[src/rtl/seq_alu_if.sv]
// Request/response bundle between the EX-stage operand muxes and seq_alu.
// Ports: in_valid/in_ready handshake with alu_func, in_a, in_b on the request side;
//        out_valid/out_ready handshake with result, check, err on the response side.
interface seq_alu_if #(
  parameter int XLEN = 32
);
  logic            in_valid;
  logic            in_ready;
  logic [3:0]      alu_func;
  logic [XLEN-1:0] in_a;
  logic [XLEN-1:0] in_b;
  logic            out_valid;
  logic            out_ready;
  logic [XLEN-1:0] result;
  logic            check;
  logic            err;

  // Requester side (operand muxes / writeback logic).
  modport master (
    output in_valid, alu_func, in_a, in_b, out_ready,
    input  in_ready, out_valid, result, check, err
  );

  // Execute unit side.
  modport slave (
    input  in_valid, alu_func, in_a, in_b, out_ready,
    output in_ready, out_valid, result, check, err
  );
endinterface

[src/rtl/seq_alu.sv]
// Multi-cycle EX-stage ALU: logic/arith/compare in one step, shifts one bit per cycle.
// Latency: 1 cycle for non-shift ops, max(1, amount) cycles for SLL/SRL/SRA.
// Backpressure: holds result in DONE until out_ready; in_ready is high only in IDLE.
// Ports: clk, rstn (async active-low), bus (seq_alu_if.slave: request + response handshakes).
module seq_alu #(
  parameter int XLEN = 32
) (
  input  logic     clk,
  input  logic     rstn,
  seq_alu_if.slave bus
);

  localparam int AW = $clog2(XLEN);

  localparam logic [3:0] OP_ADD  = 4'd0;
  localparam logic [3:0] OP_SUB  = 4'd1;
  localparam logic [3:0] OP_SLL  = 4'd2;
  localparam logic [3:0] OP_SLT  = 4'd3;
  localparam logic [3:0] OP_SLTU = 4'd4;
  localparam logic [3:0] OP_XOR  = 4'd5;
  localparam logic [3:0] OP_SRL  = 4'd6;
  localparam logic [3:0] OP_SRA  = 4'd7;
  localparam logic [3:0] OP_OR   = 4'd8;
  localparam logic [3:0] OP_AND  = 4'd9;
  localparam logic [3:0] OP_BGE  = 4'd10;
  localparam logic [3:0] OP_BGEU = 4'd11;
  localparam logic [3:0] OP_EEE  = 4'd15;

  typedef enum logic [1:0] {
    IDLE  = 2'd0,
    SHIFT = 2'd1,
    DONE  = 2'd2
  } state_t;

  state_t          state_q;
  logic [3:0]      op_q;
  logic [XLEN-1:0] sh_q;
  logic [AW-1:0]   cnt_q;
  logic [XLEN-1:0] result_q;
  logic            out_valid_q;
  logic            check_q;
  logic            err_q;

  logic [XLEN-1:0] res_d;
  logic            chk_d;
  logic            err_d;
  logic [AW-1:0]   amt;
  logic            is_shift;

  // One-position shift step shared by the accept edge and the SHIFT state.
  function automatic logic [XLEN-1:0] shift1(input logic [3:0] op, input logic [XLEN-1:0] v);
    logic [XLEN-1:0] r;
    case (op)
      OP_SLL:  r = {v[XLEN-2:0], 1'b0};
      OP_SRL:  r = {1'b0, v[XLEN-1:1]};
      default: r = {v[XLEN-1], v[XLEN-1:1]};  // SRA: MSB of in_a stays in place, so it sign-fills
    endcase
    return r;
  endfunction

  assign amt      = bus.in_b[AW-1:0];
  assign is_shift = (bus.alu_func == OP_SLL) || (bus.alu_func == OP_SRL) ||
                    (bus.alu_func == OP_SRA);

  // Single-step result for the op presented at the request port.
  always_comb begin
    res_d = '0;
    chk_d = 1'b0;
    err_d = 1'b0;
    case (bus.alu_func)
      OP_ADD:  res_d = bus.in_a + bus.in_b;
      OP_SUB: begin
        res_d = bus.in_a - bus.in_b;
        chk_d = (res_d != '0);
      end
      OP_XOR: begin
        res_d = bus.in_a ^ bus.in_b;
        chk_d = (res_d == '0);
      end
      OP_OR:   res_d = bus.in_a | bus.in_b;
      OP_AND:  res_d = bus.in_a & bus.in_b;
      OP_SLT: begin
        res_d = {{(XLEN-1){1'b0}}, ($signed(bus.in_a) < $signed(bus.in_b))};
        chk_d = res_d[0];
      end
      OP_SLTU: begin
        res_d = {{(XLEN-1){1'b0}}, (bus.in_a < bus.in_b)};
        chk_d = res_d[0];
      end
      OP_BGE: begin
        res_d = {{(XLEN-1){1'b0}}, ($signed(bus.in_a) >= $signed(bus.in_b))};
        chk_d = res_d[0];
      end
      OP_BGEU: begin
        res_d = {{(XLEN-1){1'b0}}, (bus.in_a >= bus.in_b)};
        chk_d = res_d[0];
      end
      // The first shift position is taken on the accept edge itself, so amount 1
      // finishes immediately and amount n needs only n-1 SHIFT cycles.
      OP_SLL, OP_SRL, OP_SRA:
        res_d = (amt == '0) ? bus.in_a : shift1(bus.alu_func, bus.in_a);
      OP_EEE:  err_d = 1'b1;
      default: err_d = 1'b1;
    endcase
  end

  always_ff @(posedge clk or negedge rstn) begin
    if (!rstn) begin
      state_q     <= IDLE;
      op_q        <= '0;
      sh_q        <= '0;
      cnt_q       <= '0;
      result_q    <= '0;
      out_valid_q <= 1'b0;
      check_q     <= 1'b0;
      err_q       <= 1'b0;
    end else begin
      case (state_q)
        IDLE: begin
          if (bus.in_valid) begin
            op_q <= bus.alu_func;
            if (is_shift && (amt > AW'(1))) begin
              // cnt_q counts shift positions still to go after this edge.
              sh_q    <= res_d;
              cnt_q   <= amt - AW'(1);
              state_q <= SHIFT;
            end else begin
              result_q    <= res_d;
              check_q     <= chk_d;
              err_q       <= err_d;
              out_valid_q <= 1'b1;
              state_q     <= DONE;
            end
          end
        end
        SHIFT: begin
          sh_q  <= shift1(op_q, sh_q);
          cnt_q <= cnt_q - AW'(1);
          if (cnt_q == AW'(1)) begin
            result_q    <= shift1(op_q, sh_q);
            check_q     <= 1'b0;
            err_q       <= 1'b0;
            out_valid_q <= 1'b1;
            state_q     <= DONE;
          end
        end
        DONE: begin
          if (bus.out_ready) begin
            out_valid_q <= 1'b0;
            state_q     <= IDLE;
          end
        end
        default: state_q <= IDLE;
      endcase
    end
  end

  // Ready depends on state only, so no combinational path from in_valid/out_ready.
  assign bus.in_ready  = (state_q == IDLE);
  assign bus.out_valid = out_valid_q;
  assign bus.result    = result_q;
  assign bus.check     = check_q;
  assign bus.err       = err_q;

endmodule

[src/flat_wrapper.sv]
// flat-port wrapper written by rule: the top's interface ports become plain ports
module seq_alu_flat 
#(
  parameter int XLEN = 32
)
  (clk, rstn, bus_in_valid, bus_alu_func, bus_in_a, bus_in_b, bus_out_ready, bus_in_ready, bus_out_valid, bus_result, bus_check, bus_err);
  seq_alu_if #(.XLEN(XLEN)) bus_i ();
  input  logic clk;
  input  logic rstn;
  input wire logic [$bits(bus_i.in_valid)-1:0] bus_in_valid;
  input wire logic [$bits(bus_i.alu_func)-1:0] bus_alu_func;
  input wire logic [$bits(bus_i.in_a)-1:0] bus_in_a;
  input wire logic [$bits(bus_i.in_b)-1:0] bus_in_b;
  input wire logic [$bits(bus_i.out_ready)-1:0] bus_out_ready;
  output wire logic [$bits(bus_i.in_ready)-1:0] bus_in_ready;
  output wire logic [$bits(bus_i.out_valid)-1:0] bus_out_valid;
  output wire logic [$bits(bus_i.result)-1:0] bus_result;
  output wire logic [$bits(bus_i.check)-1:0] bus_check;
  output wire logic [$bits(bus_i.err)-1:0] bus_err;
  assign bus_i.in_valid = bus_in_valid;
  assign bus_i.alu_func = bus_alu_func;
  assign bus_i.in_a = bus_in_a;
  assign bus_i.in_b = bus_in_b;
  assign bus_i.out_ready = bus_out_ready;
  assign bus_in_ready = bus_i.in_ready;
  assign bus_out_valid = bus_i.out_valid;
  assign bus_result = bus_i.result;
  assign bus_check = bus_i.check;
  assign bus_err = bus_i.err;
  seq_alu #(.XLEN(XLEN)) u_core (.clk(clk), .rstn(rstn), .bus(bus_i));
endmodule
[config.mk]
export PLATFORM = sky130hd
export DESIGN_NAME = seq_alu_flat
export DESIGN_NICKNAME = d
export VERILOG_FILES = /design/src/rtl/seq_alu_if.sv /design/src/rtl/seq_alu.sv /design/src/flat_wrapper.sv
export SDC_FILE = /design/constraint.sdc
export NUM_CORES = 1
export LEC_CHECK = 0
export BUFFER_PORTS_ARGS = -buffer_cell sky130_fd_sc_hd__buf_2
export CAP_MARGIN = 15
export CELL_PAD_IN_SITES_DETAIL_PLACEMENT = 1
export CELL_PAD_IN_SITES_GLOBAL_PLACEMENT = 1
export CORE_MARGIN = 3
export CORE_UTILIZATION = 40
export DETAILED_ROUTE_END_ITERATION = 8
export GPL_TIMING_DRIVEN = 0
export PLACE_DENSITY = 0.83
export SLEW_MARGIN = 0
export SYNTH_ARGS = -nofsm -noshare
export SYNTH_HDL_FRONTEND = slang
export SYNTH_SLANG_ARGS = --single-unit
export TNS_END_PERCENT = 30
[constraint.sdc]
create_clock -name clk -period 6.65 [get_ports clk]
set_input_delay 0.9975 -clock clk [delete_from_list [all_inputs] [get_ports clk]]
set_output_delay 0.9975 -clock clk [all_outputs]
set_load 0.02 [all_outputs]
==> Implementation_results.wiki, run 1 <==
{| class="wikitable"
! Metric !! Value
|-
| Final-report max-slew violation count || 0
|-
| Reg2reg start || u_core.op_q[0]
|-
| Sink count of the clock tree || 78
|-
| Vertical die dimension || 171 µm
|-
| Placer Congestion || 1.03
|-
| Starting density of the core || 41.3%
|-
| Synthesized flop and latch total || 78
|-
| TritonCTS clock tree || done
|-
| Maximum count of clock buffers along a single path || 2
|-
| Most frequently used flop master after synthesis || dfrtp_1
|-
| Number of global-route vias before repair || 13000
|-
| Post-synthesis cell area || 0.0109 mm²
|-
| Ports || 108
|-
| Worst reg-to-reg path cell count || 9
|-
| Kind of critical path || in2reg
|-
| Final-stage net count || 1830
|-
| Part of the total power dissipated in combinational logic || 51.2%
|-
| Post-CTS setup-driven buffer insertion count || 0
|-
| Register area share after synthesis || 18.0%
|-
| Chip width || 171 µm
|-
| Maximum number of pins on one net before global-route repair || 69
|-
| Sequential share of power || 30.1%
|-
| Initial drt markers || 1493
|-
| Internal power summed over all cells || 1.40 mW
|-
| Synth Net Count || 1710
|-
| Wirelength, routed || 52.4 mm
|-
| Number of setup violations in the final report || 0
|-
| Post-synthesis to final-layout area growth || 11.7%
|-
| Hold Vio Cnt, Final || 0
|-
| Min-delay worst type || reg2reg
|-
| Destination of the worst hold path || u_core.bus.result[15]
|-
| Number of antenna violations at the first check in global routing || 0
|-
| Pre-CTS setup slack || 1890 ps
|-
| Vias per cell || 6.53
|-
| Die Area || 0.0292 mm²
|-
| Net Sw Power || 1.24 mW
|-
| Root Driver || clkbuf_16
|-
| Fraction of power consumed by the clock network || 18.6%
|-
| Post-layout minimum cycle time || 4520 ps
|-
| Status || finished clean
|-
| EDFF count, synth || 0
|-
| Worst IR Drop VDD || 0.129 mV
|-
| Yosys cell types || 95
|-
| R2R Path End || u_core.bus.result[18]
|-
| H-tree Lvls || 3
|-
| Synthesized area per cell || 7.08 µm²
|-
| Share of final-layout standard cells stronger than drive strength 1 || 11.9%
|-
| Hold_ws || 476 ps
|-
| Async set-reset flop share out of synthesis || 100%
|-
| Share of the clock period used by the worst path after layout || 68.0%
|-
| Measured slew at the worst slew-check pin || 1300 ps
|-
| Avg WL per Cell || 26.3 µm
|-
| Inserted Clock Buffers || 9
|-
| DRC || 0
|-
| R2R Setup Slk || 3490 ps
|-
| Worst setup margin || 2130 ps
|-
| CP endpoint kind || flip-flop
|-
| Arrival time of data at the critical path endpoint || 4730 ps
|-
| Count of yosys warnings during synthesis || 0
|-
| Overall power of the completed layout || 2.65 mW
|-
| Number of gates resized after cts || 0
|-
| Setup repair after global routing missed its margin || no
|-
| TritonRoute pass-1 iters || 6
|-
| Data required time at the worst endpoint || 6860 ps
|-
| Crit path launch type || primary input
|-
| Routed vias || 13000
|-
| Worst rel slew slack || 12.9%
|-
| Antenna cell count || 0
|-
| CTS Hold Bufs || 0
|-
| Worst clock skew || 7.29 ps
|-
| Achievable clock frequency || 221 MHz
|-
| Max-cap violations || 0
|-
| PD cells || 218 mW/mm²
|-
| Critical path peak fanout || 10
|-
| Mapped Cells || 1536
|-
| Total global routing overflow || 0
|-
| Total GRT Usage || 35.0%
|-
| Post-detailed-route count of antenna-violating nets || 0
|-
| Launch instance of the worst min-delay path || u_core.bus.result[15]
|-
| Setup TNS Final || 0 ps
|-
| Worst hold path depth || 2
|-
| Wire length of the first global-routing pass || 78.4 mm
|-
| Clock slew seen by the registers of the worst setup and hold paths || 60 ps
|-
| Port buffer count || 106
|-
| Static Leakage || 5.18 nW
|-
| Number of rows created at floorplan || 59
|-
| Insertion delay to the later sink of the worst-skew pair || 340 ps
|-
| Detailed placer's ending HPWL || 41.4 mm
|-
| Core region area || 0.0264 mm²
|-
| Switching Share || 47.0%
|}
## placed cells by master, fill, tap and decap left out, types with 10 or more instances in the layout
master / count
nand2_1: 209
a21oi_1: 145
o21ai_0: 142
buf_2: 126
nor2_1: 114
inv_1: 104
ha_1: 100
clkbuf_1: 80
dfrtp_1: 78
o211ai_1: 38
nand3_1: 34
nor3_1: 30
xnor2_1: 23
nor2b_1: 22
o221ai_1: 22
a21o_1: 20
nor4_1: 19
a211oi_1: 18
nand2b_1: 17
o31ai_1: 17
o2111ai_1: 16
a22oi_1: 16
a31oi_1: 14
mux2i_1: 11
o21bai_1: 10
mux2_2: 10
o22ai_1: 10
## how the worst max path moves through the flow
| stage | cells past startpoint | slack, ps | from | end |
|---|---|---|---|---|
| floorplan | 12 | 3190 | bus_in_a[0] | u_core.bus.check |
| global placement | 9 | 1960 | bus_alu_func[0] | u_core.bus.result[23] |
| detailed placement | 10 | 1890 | bus_in_a[10] | u_core.bus.result[23] |
| CTS | 10 | 2250 | bus_in_a[10] | u_core.bus.result[23] |
| global route | 11 | 2020 | bus_alu_func[2] | u_core.bus.result[13] |
| finish | 12 | 2130 | bus_in_b[1] | u_core.bus.result[8] |
## cells by family (layout without fill, tap and decap cells)
kind of cell	count (synthesis)	after routing	synth area share (%)
AOI/OAI and AO/OA	570	570	34.8
and+or+nand+nor	522	522	23.1
buffers and inverters	213	337	7.73
adders and majority gates	102	102	11.9
DFF	78	78	18.0
xor gates and xnor gates	29	29	2.34
muxes	22	22	2.15
## Yosys cell counts, types with 10 or more instances
library cell / number / area share (%)
a211oi_1: 18 / 1.2
inv_1: 104 / 3.6
buf_2: 21 / 0.97
ha_1: 100 / 12
nor4_1: 19 / 1.1
o21bai_1: 10 / 0.69
nand3_1: 34 / 1.6
a21o_1: 20 / 1.4
nand2b_1: 17 / 0.98
o21ai_0: 142 / 6.5
clkbuf_1: 76 / 2.6
nand2_1: 209 / 7.2
nor3_1: 30 / 1.4
a21oi_1: 145 / 6.7
dfrtp_1: 78 / 18
o2111ai_1: 16 / 1.3
xnor2_1: 23 / 1.9
nor2b_1: 22 / 1.3
o22ai_1: 10 / 0.58
a22oi_1: 16 / 1.1
o31ai_1: 17 / 1.2
o211ai_1: 38 / 2.6
mux2_2: 10 / 1.0
mux2i_1: 11 / 1.0
a31oi_1: 14 / 0.81
nor2_1: 114 / 3.9
o221ai_1: 22 / 1.8
## cell type report
class | instances | area (µm²)
inverters | 104 | 390
clock buffers | 14 | 254
multi-input cells | 1245 | 8080
repair buffers | 109 | 573
well taps | 335 | 419
clock inverters | 1 | 30.0
plain buffers | 109 | 450
flip-flops and latches | 78 | 1950
fillers | 3455 | 14200
## sequential cells by signal, indices dropped and copies added (netlist names)
signal                flops
u_core.bus.result        32
u_core.sh_q              32
u_core.cnt_q              5
u_core.op_q               4
u_core.state_q            2
u_core.bus.check          1
u_core.bus.err            1
u_core.bus.out_valid      1
## critical path, stage by stage
cell and delay [ps]:
buf_2 200, inv_1 140, ha_1 250, nand2_1 150
clkbuf_1 530, buf_1 910, buf_1 630, o211ai_1 170
o211ai_1 140, o2111ai_1 220, a21oi_1 260, o21ai_0 110
## power by group through the flow
stage,Sequential (mW),Combinational (mW),Clock (mW)
after floorplan,0.853,0.767,0
after global placement,0.782,1.28,0
after detailed placement,0.794,1.32,0
after CTS,0.792,1.33,0.494
after global routing,0.814,1.48,0.513
final,0.797,1.36,0.493
## metrics by stage
step           instances  instance area (µm²)  util [%]
6_report            1995                12200      46.1
5_1_grt             1995                12200      46.1
4_1_cts             1994                12100      46.1
3_5_place_dp        1979                11900      45.0
3_3_place_gp        1977                11800      44.9
2_1_floorplan       1536                10900         -
## metal layers
metal / global-route usage, % / part of all wire, %
met5: 0 / 0
met4: 12.6 / 4.3
met3: 6.12 / 9.4
met2: 57.1 / 45
met1: 46.5 / 42
(Power assumes the default switching activity.)
==> run 2, diff against run 1 <==
--- a/config.mk
+++ b/config.mk
@@ -5,15 +5,16 @@
 export SDC_FILE = /design/constraint.sdc
 export NUM_CORES = 1
 export LEC_CHECK = 0
+export ABC_AREA = 1
 export BUFFER_PORTS_ARGS = -buffer_cell sky130_fd_sc_hd__buf_2
 export CAP_MARGIN = 15
 export CELL_PAD_IN_SITES_DETAIL_PLACEMENT = 1
 export CELL_PAD_IN_SITES_GLOBAL_PLACEMENT = 1
 export CORE_MARGIN = 3
-export CORE_UTILIZATION = 40
+export CORE_UTILIZATION = 38
 export DETAILED_ROUTE_END_ITERATION = 8
 export GPL_TIMING_DRIVEN = 0
-export PLACE_DENSITY = 0.83
+export PLACE_DENSITY = 0.86
 export SLEW_MARGIN = 0
 export SYNTH_ARGS = -nofsm -noshare
 export SYNTH_HDL_FRONTEND = slang
==> constraint.sdc (replaced) <==
create_clock -name clk -period 4.1 [get_ports clk]
set_input_delay 0.615 -clock clk [delete_from_list [all_inputs] [get_ports clk]]
set_output_delay 0.615 -clock clk [all_outputs]
set_load 0.02 [all_outputs]
==> run 2 against run 1 <==
  * Combinational power is 85% higher
  * Final cell count is 19% higher
  * Hold slack worse by 330 ps
  * Critical path type unchanged
  * Global-route usage is 0.80 points lower
  * Wire length is 2.7% higher
  * Worst setup slack worse by 1700 ps
  * Flip-flop and latch count stayed put
  * Sequential share of layout area is 0.21 points lower
  * Clock power is 83% higher
==> Implementation_results.wiki, run 2 <==
{| class="wikitable"
! Metric !! Value
|-
| Port buffer count || 107
|-
| Critical path launch point || bus_in_b[1]
|-
| Layout Cells excl Fill || 2377
|-
| PD cells || 383 mW/mm²
|-
| Count of yosys warnings during synthesis || 0
|-
| Synthesized area per cell || 5.84 µm²
|-
| Chip width || 176 µm
|-
| Core region area || 0.0281 mm²
|-
| Arrival time of data at the critical path endpoint || 3920 ps
|-
| Post-layout minimum cycle time || 3690 ps
|-
| Placer Congestion || 1.03
|-
| Maximum number of pins on one net before global-route repair || 61
|-
| EDFF count, synth || 0
|-
| Critical path peak fanout || 10
|-
| Hold Vio Cnt, Final || 0
|-
| Area of all placed cells without fillers || 0.0123 mm²
|-
| Most common library cell in the layout ignoring fill and taps || nand2_1
|-
| Post-synthesis to final-layout area growth || 12.6%
|-
| Reg2reg start || u_core.op_q[0]
|-
| Register area share after synthesis || 17.8%
|-
| Yosys cell types || 53
|-
| TritonRoute pass-1 iters || 5
|-
| Die Area || 0.0308 mm²
|-
| Endpoint of the most critical setup path || u_core.sh_q[15]
|-
| Total global routing overflow || 0
|-
| Cell taking the most area after synthesis || nand2_1
|-
| CTS Hold Bufs || 0
|-
| Clock slew seen by the registers of the worst setup and hold paths || 60 ps
|-
| Post-CTS setup-driven buffer insertion count || 0
|-
| Routed vias || 13600
|-
| Detailed placer's ending HPWL || 43.0 mm
|-
| Placed Cells incl. Taps || 2360
|-
| Static Leakage || 6.71 nW
|-
| Final-stage net count || 2167
|-
| Number of global-route vias before repair || 13700
|-
| Final-report max-slew violation count || 0
|-
| DRC || 0
|-
| Number of rows created at floorplan || 61
|-
| Number of antenna violations at the first check in global routing || 1
|-
| Number of gates resized after cts || 0
|-
| Overall power of the completed layout || 4.71 mW
|-
| Vias per cell || 5.71
|-
| Share of Yosys cell area claimed by the top area cell type || 21.2%
|-
| Status || finished clean
|-
| Post-detailed-route count of antenna-violating nets || 0
|-
| Synthesized flop and latch total || 78
|-
| Placement Cell Area || 0.0120 mm²
|-
| Achievable clock frequency || 271 MHz
|-
| Leading cell types in the layout, fill and taps excluded || nand2_1 (618), inv_1 (288), nor2_1 (155)
|-
| Setup repair after global routing missed its margin || no
|-
| H-tree Lvls || 3
|-
| Filler cell count in the final layout || 4011
|-
| Worst reg-to-reg path cell count || 10
|-
| Max-cap violations || 0
|-
| Avg WL per Cell || 22.6 µm
|-
| Storage cell area || 0.00195 mm²
|-
| TritonCTS clock tree || done
|-
| Worst clock skew || 6.60 ps
|-
| Vertical die dimension || 176 µm
|-
| List of most frequent post-synthesis cells || nand2_1 (618), inv_1 (288), nor2_1 (155), nand3_1 (115), o21ai_0 (107)
|-
| Mapped Cells || 1874
|-
| Insertion delay to the later sink of the worst-skew pair || 350 ps
|-
| Leading post-synthesis cells by cell area || nand2_1 (21%), dfrtp_1 (18%), ha_1 (11%)
|-
| Share of final-layout standard cells stronger than drive strength 1 || 10.9%
|-
| Starting density of the core || 38.9%
|-
| Ports || 108
|-
| Worst IR Drop VDD || 0.257 mV
|-
| Setup TNS Final || 0 ps
|-
| R2R Setup Slk || 1480 ps
|-
| Maximum count of clock buffers along a single path || 2
|-
| Min-delay worst type || in2async
|-
| Inserted Clock Buffers || 9
|-
| Async set-reset flop share out of synthesis || 100%
|-
| Wirelength, routed || 53.8 mm
|-
| CP endpoint kind || flip-flop
|-
| Most frequently used flop master after synthesis || dfrtp_1
|-
| Sink count of the clock tree || 78
|-
| Worst rel slew slack || 22.3%
|-
| Kind of critical path || in2reg
|-
| Number of setup violations in the final report || 0
|-
| Root Driver || clkbuf_16
|-
| Measured slew at the worst slew-check pin || 1170 ps
|-
| Initial drt markers || 1386
|-
| Crit path launch type || primary input
|-
| Hold_ws || 146 ps
|-
| Synth Net Count || 2048
|-
| R2R Path End || u_core.sh_q[15]
|-
| Post-synthesis cell area || 0.0109 mm²
|-
| Most used standard cell by instance count after synthesis || nand2_1
|-
| Total GRT Usage || 34.2%
|-
| Data required time at the worst endpoint || 4330 ps
|-
| Share of the clock period used by the worst path after layout || 90.0%
|-
| Wire length of the first global-routing pass || 80.6 mm
|-
| Area of the multi-input gates || 0.00749 mm²
|}
[run 2: changes by cell type in the layout (fill, tap and decap cells not counted), sizes merged, moves of 23 or more]
cell / previous run / this run
nor2b: 23 / 0
inv: 104 / 298
clkbuf: 91 / 36
nand2: 209 / 622
nand3: 34 / 118
nor2: 115 / 166
a21oi: 150 / 90
[run 2: kinds of logic (layout without fill, tap and decap cells)]
logic type      count (synthesis)  in the layout  share of synthesized area (%)
compound gates                352            352                           19.8
buf+inv                       375            499                           13.7
other cells                     0              1                              0
flops                          78             78                           17.8
xor+xnor                       20             20                           1.60
simple gates                  947            947                           35.3
fa+ha+maj                     102            102                           11.8
[run 2: how the worst min path moves through the flow]
stage / start / to / slack (ps) / cells after the start
floorplan: rstn / u_core.bus.check / 320 / 0
global placement: u_core.bus.result[21] / u_core.bus.result[21] / 460 / 2
detailed placement: u_core.bus.result[3] / u_core.bus.result[3] / 460 / 2
CTS: rstn / u_core.bus.result[17] / 150 / 1
global route: rstn / u_core.bus.result[23] / 160 / 1
finish: rstn / u_core.bus.result[17] / 150 / 1
[run 2: area by class of cell]
type,count,share of cell area (%)
diodes,1,0.0203
plain buffers,74,2.96
clock buffers,11,2.05
clock inverters,5,0.661
inverters,301,9.20
multi-input cells,1421,60.8
flip-flops and latches,78,15.9
well taps,378,3.84
repair buffers,108,4.59
[run 2: power by group]
part | switching (mW) | internal, mW | leakage, nW
Combinational | 1.79 | 0.716 | 5.55
Sequential | 0.213 | 1.09 | 0.998
Clock | 0.336 | 0.567 | 0.162
[run 2: through the flow]
step / utilization (%) / setup WS, ps
detailed placement: 42.6 / 289
floorplan: - / 1580
global placement: 42.5 / 334
CTS: 43.8 / 582
finish: 43.8 / 409
global route: 43.8 / 451
[run 2: worst max-delay path, cell delays in order]
cell and delay, ps:
buf_2 180, inv_1 140, ha_1 250, nand3_1 600
clkbuf_1 750, o211ai_1 190, a311oi_1 420, nand3_1 250
nand2_1 150, o21ai_1 190, nand2_1 120, o21ai_1 60
[run 2: metal layers]
metal / vias to the layer above / track usage, % / routed length, µm
met5: - / 0 / 0
met4: 0 / 14.4 / 2580
met3: 143 / 5.92 / 4570
met2: 658 / 54.5 / 23800
met1: 6498 / 45.6 / 22900
li1: 6265 / - / -
